`src/rtl/ddr_clk_pkg.sv`:
```
// Shared types and defaults for the DDR clock-tree sequencing blocks
// (edge-clock sync, read leveling, DQS update).
package ddr_clk_pkg;

  typedef enum logic [2:0] {
    S_LOCK,
    S_FREEZE,
    S_STOP,
    S_ACT,
    S_UNSTOP,
    S_UNFREEZE,
    S_READY
  } seq_state_t;

  localparam int DEF_LOCK_FILTER = 16;
  localparam int DEF_PHASE_CYC   = 8;
  localparam int DEF_UPD_CYC     = 4;

  // Width large enough to hold the larger of two cycle counts without wrapping.
  function automatic int cnt_width(input int a, input int b);
    int m;
    m = (a > b) ? a : b;
    return $clog2(m + 1);
  endfunction

endpackage

```
`src/rtl/ddr_lock_filter.sv`:
```
// Consecutive-high filter on pll_lock & dll_lock; flags a stable lock and
// pulses when the combined lock falls.
module ddr_lock_filter
  import ddr_clk_pkg::*;
#(
  parameter int LOCK_FILTER = DEF_LOCK_FILTER
) (
  input  logic clk,
  input  logic rst_n,
  input  logic pll_lock,
  input  logic dll_lock,
  output logic locked_stable,
  output logic lock_drop
);

  localparam int CW = $clog2(LOCK_FILTER + 1);
  localparam logic [CW-1:0] SAT  = CW'(LOCK_FILTER);
  localparam logic [CW-1:0] LAST = CW'(LOCK_FILTER - 1);

  logic          both;
  logic          both_q;
  logic [CW-1:0] cnt;

  assign both = pll_lock & dll_lock;

  always_ff @(posedge clk) begin
    if (!rst_n) begin
      cnt    <= '0;
      both_q <= 1'b0;
    end else begin
      both_q <= both;
      if (!both)
        cnt <= '0;
      else if (cnt != SAT)
        cnt <= cnt + CW'(1);
    end
  end

  // The cycle that completes the run of LOCK_FILTER highs is itself stable.
  assign locked_stable = both && (cnt >= LAST);
  assign lock_drop     = both_q && !both;

endmodule

```
`src/rtl/ddr_eclk_sync_seq.sv`:
```
// DDR edge-clock start/stop sequencer: brings up ECLKSYNCB/DDRDLLA/CLKDIVF
// after lock and runs glitch-free DLL code updates on request.
module ddr_eclk_sync_seq
  import ddr_clk_pkg::*;
#(
  parameter int LOCK_FILTER = DEF_LOCK_FILTER,
  parameter int PHASE_CYC   = DEF_PHASE_CYC,
  parameter int UPD_CYC     = DEF_UPD_CYC
) (
  input  logic clk,
  input  logic rst_n,
  input  logic pll_lock,
  input  logic dll_lock,
  input  logic update_req,
  output logic eclk_stop,
  output logic dll_freeze,
  output logic uddcntln,
  output logic ddr_rst,
  output logic ready,
  output logic update_ack,
  output logic lock_lost
);

  localparam int CW = cnt_width(LOCK_FILTER, PHASE_CYC);
  localparam logic [CW-1:0] PH_LAST  = CW'(PHASE_CYC - 1);
  localparam logic [CW-1:0] UPD_LAST = CW'(UPD_CYC - 1);

  seq_state_t    state, state_n;
  logic [CW-1:0] cnt, cnt_n;
  logic          init_pass, init_pass_n;
  logic          pending, pending_n;
  logic          eclk_stop_n, dll_freeze_n, uddcntln_n, ddr_rst_n;
  logic          ready_n, update_ack_n, lock_lost_n;
  logic          locked_stable, lock_drop;
  logic          phase_done;

  ddr_lock_filter #(
    .LOCK_FILTER(LOCK_FILTER)
  ) u_lock_filter (
    .clk          (clk),
    .rst_n        (rst_n),
    .pll_lock     (pll_lock),
    .dll_lock     (dll_lock),
    .locked_stable(locked_stable),
    .lock_drop    (lock_drop)
  );

  assign phase_done = (cnt == PH_LAST);

  always_ff @(posedge clk) begin
    if (!rst_n) begin
      state      <= S_LOCK;
      cnt        <= '0;
      init_pass  <= 1'b1;
      pending    <= 1'b0;
      eclk_stop  <= 1'b1;
      dll_freeze <= 1'b0;
      uddcntln   <= 1'b1;
      ddr_rst    <= 1'b1;
      ready      <= 1'b0;
      update_ack <= 1'b0;
      lock_lost  <= 1'b0;
    end else begin
      state      <= state_n;
      cnt        <= cnt_n;
      init_pass  <= init_pass_n;
      pending    <= pending_n;
      eclk_stop  <= eclk_stop_n;
      dll_freeze <= dll_freeze_n;
      uddcntln   <= uddcntln_n;
      ddr_rst    <= ddr_rst_n;
      ready      <= ready_n;
      update_ack <= update_ack_n;
      lock_lost  <= lock_lost_n;
    end
  end

  always_comb begin
    state_n      = state;
    init_pass_n  = init_pass;
    pending_n    = pending;
    eclk_stop_n  = eclk_stop;
    dll_freeze_n = dll_freeze;
    uddcntln_n   = uddcntln;
    ddr_rst_n    = ddr_rst;
    ready_n      = ready;
    update_ack_n = 1'b0;
    lock_lost_n  = 1'b0;

    if (update_req && (state != S_READY))
      pending_n = 1'b1;

    // A lock drop outranks everything else and throws the tree back to reset.
    if ((state != S_LOCK) && lock_drop) begin
      state_n      = S_LOCK;
      eclk_stop_n  = 1'b1;
      ddr_rst_n    = 1'b1;
      dll_freeze_n = 1'b0;
      uddcntln_n   = 1'b1;
      ready_n      = 1'b0;
      lock_lost_n  = 1'b1;
      init_pass_n  = 1'b1;
      pending_n    = 1'b0;
    end else begin
      case (state)
        S_LOCK: begin
          if (locked_stable) begin
            state_n      = S_FREEZE;
            dll_freeze_n = 1'b1;
          end
        end
        S_FREEZE: begin
          if (phase_done) begin
            state_n     = S_STOP;
            eclk_stop_n = 1'b1;
          end
        end
        S_STOP: begin
          if (phase_done) begin
            state_n = S_ACT;
            if (init_pass)
              ddr_rst_n = 1'b0;
            else
              uddcntln_n = 1'b0;
          end
        end
        S_ACT: begin
          if (!init_pass && (cnt == UPD_LAST))
            uddcntln_n = 1'b1;
          if (phase_done) begin
            state_n     = S_UNSTOP;
            eclk_stop_n = 1'b0;
          end
        end
        S_UNSTOP: begin
          if (phase_done) begin
            state_n      = S_UNFREEZE;
            dll_freeze_n = 1'b0;
          end
        end
        S_UNFREEZE: begin
          if (phase_done) begin
            state_n      = S_READY;
            ready_n      = 1'b1;
            update_ack_n = !init_pass;
            init_pass_n  = 1'b0;
            // Requests seen while bringing the tree up for the first time are moot.
            if (init_pass)
              pending_n = 1'b0;
          end
        end
        S_READY: begin
          if (update_req || pending) begin
            state_n      = S_FREEZE;
            ready_n      = 1'b0;
            pending_n    = 1'b0;
            dll_freeze_n = 1'b1;
          end
        end
        default: state_n = S_LOCK;
      endcase
    end

    if (state_n != state)
      cnt_n = '0;
    else if (state == S_LOCK)
      cnt_n = '0;
    else if (cnt != '1)
      cnt_n = cnt + CW'(1);
    else
      cnt_n = cnt;
  end

endmodule

```
`config.mk`:
```
export PLATFORM = sky130hd
export DESIGN_NAME = ddr_eclk_sync_seq
export DESIGN_NICKNAME = d
export VERILOG_FILES = /design/src/rtl/ddr_clk_pkg.sv /design/src/rtl/ddr_lock_filter.sv /design/src/rtl/ddr_eclk_sync_seq.sv
export SDC_FILE = /design/constraint.sdc
export NUM_CORES = 1
export LEC_CHECK = 0
export BUFFER_PORTS_ARGS = -buffer_cell sky130_fd_sc_hd__buf_2
export CORE_ASPECT_RATIO = 1.4
export CORE_MARGIN = 2
export CORE_UTILIZATION = 60
export CTS_BUF_LIST = sky130_fd_sc_hd__clkbuf_8
export CTS_CLUSTER_DIAMETER = 40
export CTS_CLUSTER_SIZE = 40
export DETAILED_ROUTE_END_ITERATION = 8
export PLACE_DENSITY = 0.93
export SYNTH_ARGS = -nofsm -noshare
export SYNTH_HDL_FRONTEND = slang
export SYNTH_SLANG_ARGS = --single-unit
```
`constraint.sdc`:
```
create_clock -name clk -period 2.25 [get_ports clk]
set_input_delay 0.1125 -clock clk [delete_from_list [all_inputs] [get_ports clk]]
set_output_delay 0.1125 -clock clk [all_outputs]
set_load 0.02 [all_outputs]
```
# [After elaboration in Yosys (flattened, before gate mapping)]
# Index checks and enable logic that the tools add are counted.
[word_totals] register_bits=23 inputBits=5 out_inout_bits=7 word_cells=92
[op_classes] reduce_logical=24 n_eq_ne=21 n_lt_le_gt_ge=1 bitwise_logic=4 n_mux=27 n_addsub=2
[ops] op="2-to-1 mux 3 bit" n=8
[ops] op="one-hot mux 3 bit (7 select lines)" n=1
[ops] op="!= test 2 bit, second input constant" n=9
[ops] op="2-to-1 mux 1 bit" n=13
[ops] op="adder 5 x 1 -> 5 bit, second input constant" n=2
[ops] op="!= test 5 bit, second input constant" n=2
[ops] op="equality test 3 bit, second input constant" n=3
[ops] op="AND reduction 3 bit" n=3
[ops] op="one-hot mux 1 bit (2 select lines)" n=4
[ops] op="AND reduction 4 bit" n=2
[ops] op="equality test 3 x 2 -> 1 bit, second input constant" n=2
[ops] op="nonzero test 2 bit" n=3
[ops] op="nonzero test 3 bit" n=2
[ops] op="equality test 5 x 2 -> 1 bit, second input constant" n=1
[ops] op="equality test 5 x 3 -> 1 bit, second input constant" n=1
[ops] op="greater-or-equal comparator 5 x 4 -> 1 bit, second input constant" n=1
[ops] op="logical AND 1 bit" n=5
[ops] op="AND reduction 2 bit" n=2
[ops] op="OR reduction 4 bit" n=1
[ops] op="equality test 3 x 1 -> 1 bit, second input constant" n=1
[ops] op="logical NOT 3 bit" n=1
[ops] op="!= test 3 bit" n=1
[ops] op="!= test 3 bit, second input constant" n=1
[ops] op="NOT 1 bit" n=3
[ops] op="other kinds (6)" n=7

# [Logic depth before layout (Yosys ltp)]
[depth] ltp_word=7 ltp_mapped=8 depth_no_buf=8

# [Hierarchy]
# From an unflattened synthesis, not the netlist that was laid out.
[hier_totals] cells_unflattened=130 hier_area_um2=1192.4
[modules_own_cells] module="ddr_eclk_sync_seq" seq_area_each_um2=340.3 instances=1 cells_each=94 area_each_um2=843.3
[modules_own_cells] module="ddr_lock_filter" seq_area_each_um2=120.1 instances=1 cells_each=36 area_each_um2=349.1

# [Worst setup path before layout]
# Ideal clock, no wire load.
[synth_timing] kind="reg-to-reg" start="register u_lock_filter.cnt[0]" end="register cnt[0]" setup_time_ps=65 setup_slack_ps=496 arrival_time_ps=1689 synth_period_minus_slack_ps=1754 path_stages_with_launch=9 t_required_ps=2185 path_buffers=0 cell_sequence="dfxtp_1 > ha_1 > and3_1 > ha_1 > nor2_1 > a211oi_2 > a2111oi_2 > o311ai_2 > nor2_1"
[synth_via] elab_chain_cells=7
[synth_rtl] element="from (decl)" line_no="ddr_lock_filter.sv:22" source="logic [CW-1:0] cnt;"
[synth_rtl] element="from (signal assigned)" line_no="ddr_lock_filter.sv:35" source="cnt <= cnt + CW'(1);"
[synth_rtl] element="greater-or-equal comparator 5 x 4 -> 1 bit" line_no="ddr_lock_filter.sv:40" source="assign locked_stable = both && (cnt >= LAST);"
[synth_rtl] element="logical AND 1 bit" line_no="ddr_lock_filter.sv:40"
[synth_rtl] element="2-to-1 mux 3 bit" line_no="ddr_eclk_sync_seq.sv:107" source="if (locked_stable) begin"
[synth_rtl] element="one-hot mux 3 bit (7 select lines)" line_no="ddr_eclk_sync_seq.sv:105" source="case (state)"
[synth_rtl] element="2-to-1 mux 3 bit" line_no="ddr_eclk_sync_seq.sv:94" source="if ((state != S_LOCK) && lock_drop) begin"
[synth_rtl] element="!= test 3 bit" line_no="ddr_eclk_sync_seq.sv:164" source="if (state_n != state)"
[synth_rtl] element="OR reduction 3 bit (no line)"
[synth_rtl] element="to (signal assigned)" line_no="ddr_eclk_sync_seq.sv:65" source="cnt <= cnt_n;"
[synth_rtl] element="to (decl)" line_no="ddr_eclk_sync_seq.sv:29" source="logic [CW-1:0] cnt, cnt_n;"
# Every way passes these cells.
# A chain may end at the register's enable or synchronous reset.

# [Worst setup path in the final report]
[layout_timing] start="register u_lock_filter.cnt[1]" end="register cnt[1]"
# The elaborated chain is that of the path after synthesis.

==> results.sh <==
export IMPL_finalPower_uw=684
export IMPL_yosysWarningCount=0
export IMPL_setup_viol=0
export IMPL_finalSetupTns_ns=0
export IMPL_required_ns=2.40
export IMPL_crit_path_end_kind="flop"
export IMPL_placed_area_um2=1240
export IMPL_synth_edf_count=0
export IMPL_antenna_left=0
export IMPL_syn_inst=137
export IMPL_start_kind="flop"
export IMPL_die_area_um2=2340
export IMPL_hold_viol=0
export IMPL_cts_made_buffers=3
export IMPL_syn_to_final_growth_pct=9.04
export IMPL_period_needed_ns=1.91
export IMPL_cts_setup_buffers=0
export IMPL_drive_gt1_share_pct=16.3
export IMPL_route_detailed_drc=0
export IMPL_synth_seq_cells=23
export IMPL_rsz0062_at_grt="no"
export IMPL_detail_route_wl_per_cell_um=14.4
export IMPL_cp_data_arrival_time_ns=2.06
export IMPL_fin_cells=167
export IMPL_cts_sinks=23
export IMPL_synth_nets=147
export IMPL_ys_flop_type="dfxtp_1"
export IMPL_yosys_area_top_type="dfxtp_1"
export IMPL_dp_hpwl_mm=1.78
export IMPL_grt_pass1_wl_mm=4.25
export IMPL_die_w_um=41.4
export IMPL_dp_cells=163
export IMPL_clk_latency_ns=0.27
export IMPL_gr_total_overflow=0
export IMPL_track_usage_pct=22.9
export IMPL_diodes=0
export IMPL_nFillCells=152
export IMPL_cts_buffer_depth=2
export IMPL_cts_tree="done"
export IMPL_synth_async_reset_ratio_pct=0
export IMPL_die_y_um=56.4
export IMPL_synthTopCellsByArea="dfxtp_1, ha_1, a21oi_1, nor2_1, nand2_1"
export IMPL_initial_utilization_pct=65.3
export IMPL_holdCritPathClass="primary input to flop"
export IMPL_ys_types=39
export IMPL_boundaryPins=12
export IMPL_ir_drop_mv=0.447
export IMPL_antenna_found_initial=0
export IMPL_rrSetupSlack_ns=0.34
export IMPL_drv_cap=0
export IMPL_clk_pin_slew_ns=0.08
export IMPL_vias_per_cell=6.28
export IMPL_powerDensity_nw_per_um2=534
export IMPL_drt_pass1_iterations=4
export IMPL_status="completed"
export IMPL_syn_avg_cell_area_um2=8.58
export IMPL_drtIter0Drc=39
export IMPL_ys_seq_area_share_pct=39.1
export IMPL_synth_cell_area_um2=1180
export IMPL_fin_nets=158
export IMPL_max_slew_worst_pin_slew_ns=0.597
export IMPL_wirelength_mm=2.40
export IMPL_leakagePower_uw=0.000484
export IMPL_crit_type="flop to flop"
export IMPL_grt_pass1_vias=974
export IMPL_max_freq_mhz=523
export IMPL_slew_headroom_pct=59.9
export IMPL_post_route_period_util_pct=85.0
export IMPL_gp_congestion=0.835
export IMPL_core_area_um2=1800
export IMPL_cts_root_buf="clkbuf_8"
export IMPL_port_buffers=11
export IMPL_synth_top_area_share_pct=39.1
export IMPL_row_count=18
export IMPL_finalInstanceArea_um2=1280
export IMPL_via_count=1049
export IMPL_path_max_fanout=5
export IMPL_slew_viol_final=0
export IMPL_clock_skew_ns=0.00131
export IMPL_post_cts_resized=0
export IMPL_synth_commonest_cells="dfxtp_1, nor2_1, a21oi_1"
export IMPL_synth_most_common_cell="dfxtp_1"
export IMPL_grt_max_degree=20
export IMPL_cts_hold_buf=0
export IMPL_cts_max_level=1
[metal layers]
metal | track usage [%] | part of all wire (%) | vias up
met5 | 0 | 0 | -
met4 | 12.9 | 3.0 | 0
met3 | 3.54 | 5.6 | 9
met2 | 37.7 | 51 | 40
met1 | 27.9 | 40 | 489
li1 | - | - | 511
[where the power goes]
group          switching (uW)  leakage, uW  internal (uW)
clock                     129    0.0000269            122
combinational            13.9     0.000271           7.28
sequential               2.81     0.000186            410
[area by class of cell]
type,instances,area (um^2),share of cell area (%)
multi-input cells,102,667,52.0
repair buffers,12,62.6,4.88
well taps,20,25.0,1.95
clock buffers,3,41.3,3.22
inverters,6,22.5,1.76
clock inverters,1,3.75,0.293
flip-flops and latches,23,460,35.9
[stage by stage]
step	utilization [%]	setup slack, ns	hold WS (ns)
after floorplan	-	0.496	0.250
after global placement	68.7	0.443	0.423
after detailed placement	68.7	0.331	0.434
after CTS	71.2	0.318	0.153
after global routing	71.2	0.139	0.151
final	71.2	0.338	0.155
[worst paths after layout]
check	startpoint	endpoint	cells past startpoint
worst max-delay path	u_lock_filter.cnt[1]$_SDFFE_PN0P_	cnt[1]$_SDFFE_PP0P_	8
worst min-delay path	rst_n	lock_lost$_SDFF_PN0_	3
worst max register to register	u_lock_filter.cnt[1]$_SDFFE_PN0P_	cnt[1]$_SDFFE_PP0P_	8
worst min register to register	ddr_rst$_SDFFE_PP1P_	ddr_rst$_SDFFE_PP1P_	1
[worst max-delay path: stages, from the launching register on]
cell and delay, ns:
dfxtp_1 0.40, ha_1 0.20, and3_1 0.16, ha_1 0.13, nor2_1 0.04, a211oi_2 0.25, a2111oi_2 0.09, o311ai_2 0.41
nor2_1 0.09
[cell families after synthesis]
logic type               after synthesis  share of synthesized area (%)
buffers and inverters                 12                           4.15
multiplexers                           3                           2.55
AO/OA/AOI/OAI                         37                           21.6
flip-flops                            23                           39.1
adder cells (fa/ha/maj)                5                           5.32
XOR/XNOR                               6                           4.47
AND/OR/NAND/NOR                       51                           22.8
[sequential cells by signal, summed over array words and instances, names as in the netlist]
| name | flops |
|---|---|
| cnt | 5 |
| ddr_rst | 1 |
| dll_freeze | 1 |
| eclk_stop | 1 |
| init_pass | 1 |
| lock_lost | 1 |
| pending | 1 |
| ready | 1 |
| state | 3 |
| u_lock_filter.both_q | 1 |
| u_lock_filter.cnt | 5 |
| uddcntln | 1 |
| update_ack | 1 |
[cell usage in the layout, fill, tap and decap left out, drive strengths merged, types with 3 or more instances in the layout]
cell type,synthesis,routed
buf,3,12
o21ai,8,8
clkbuf,3,3
a21oi,12,12
nand3,4,4
ha,5,5
xor2,3,3
inv,6,7
a21o,4,4
mux2i,3,3
nand2,11,11
a211oi,3,3
xnor2,3,3
dfxtp,23,23
nor2,15,15
nor3,6,6
(Power assumes the default switching activity.)
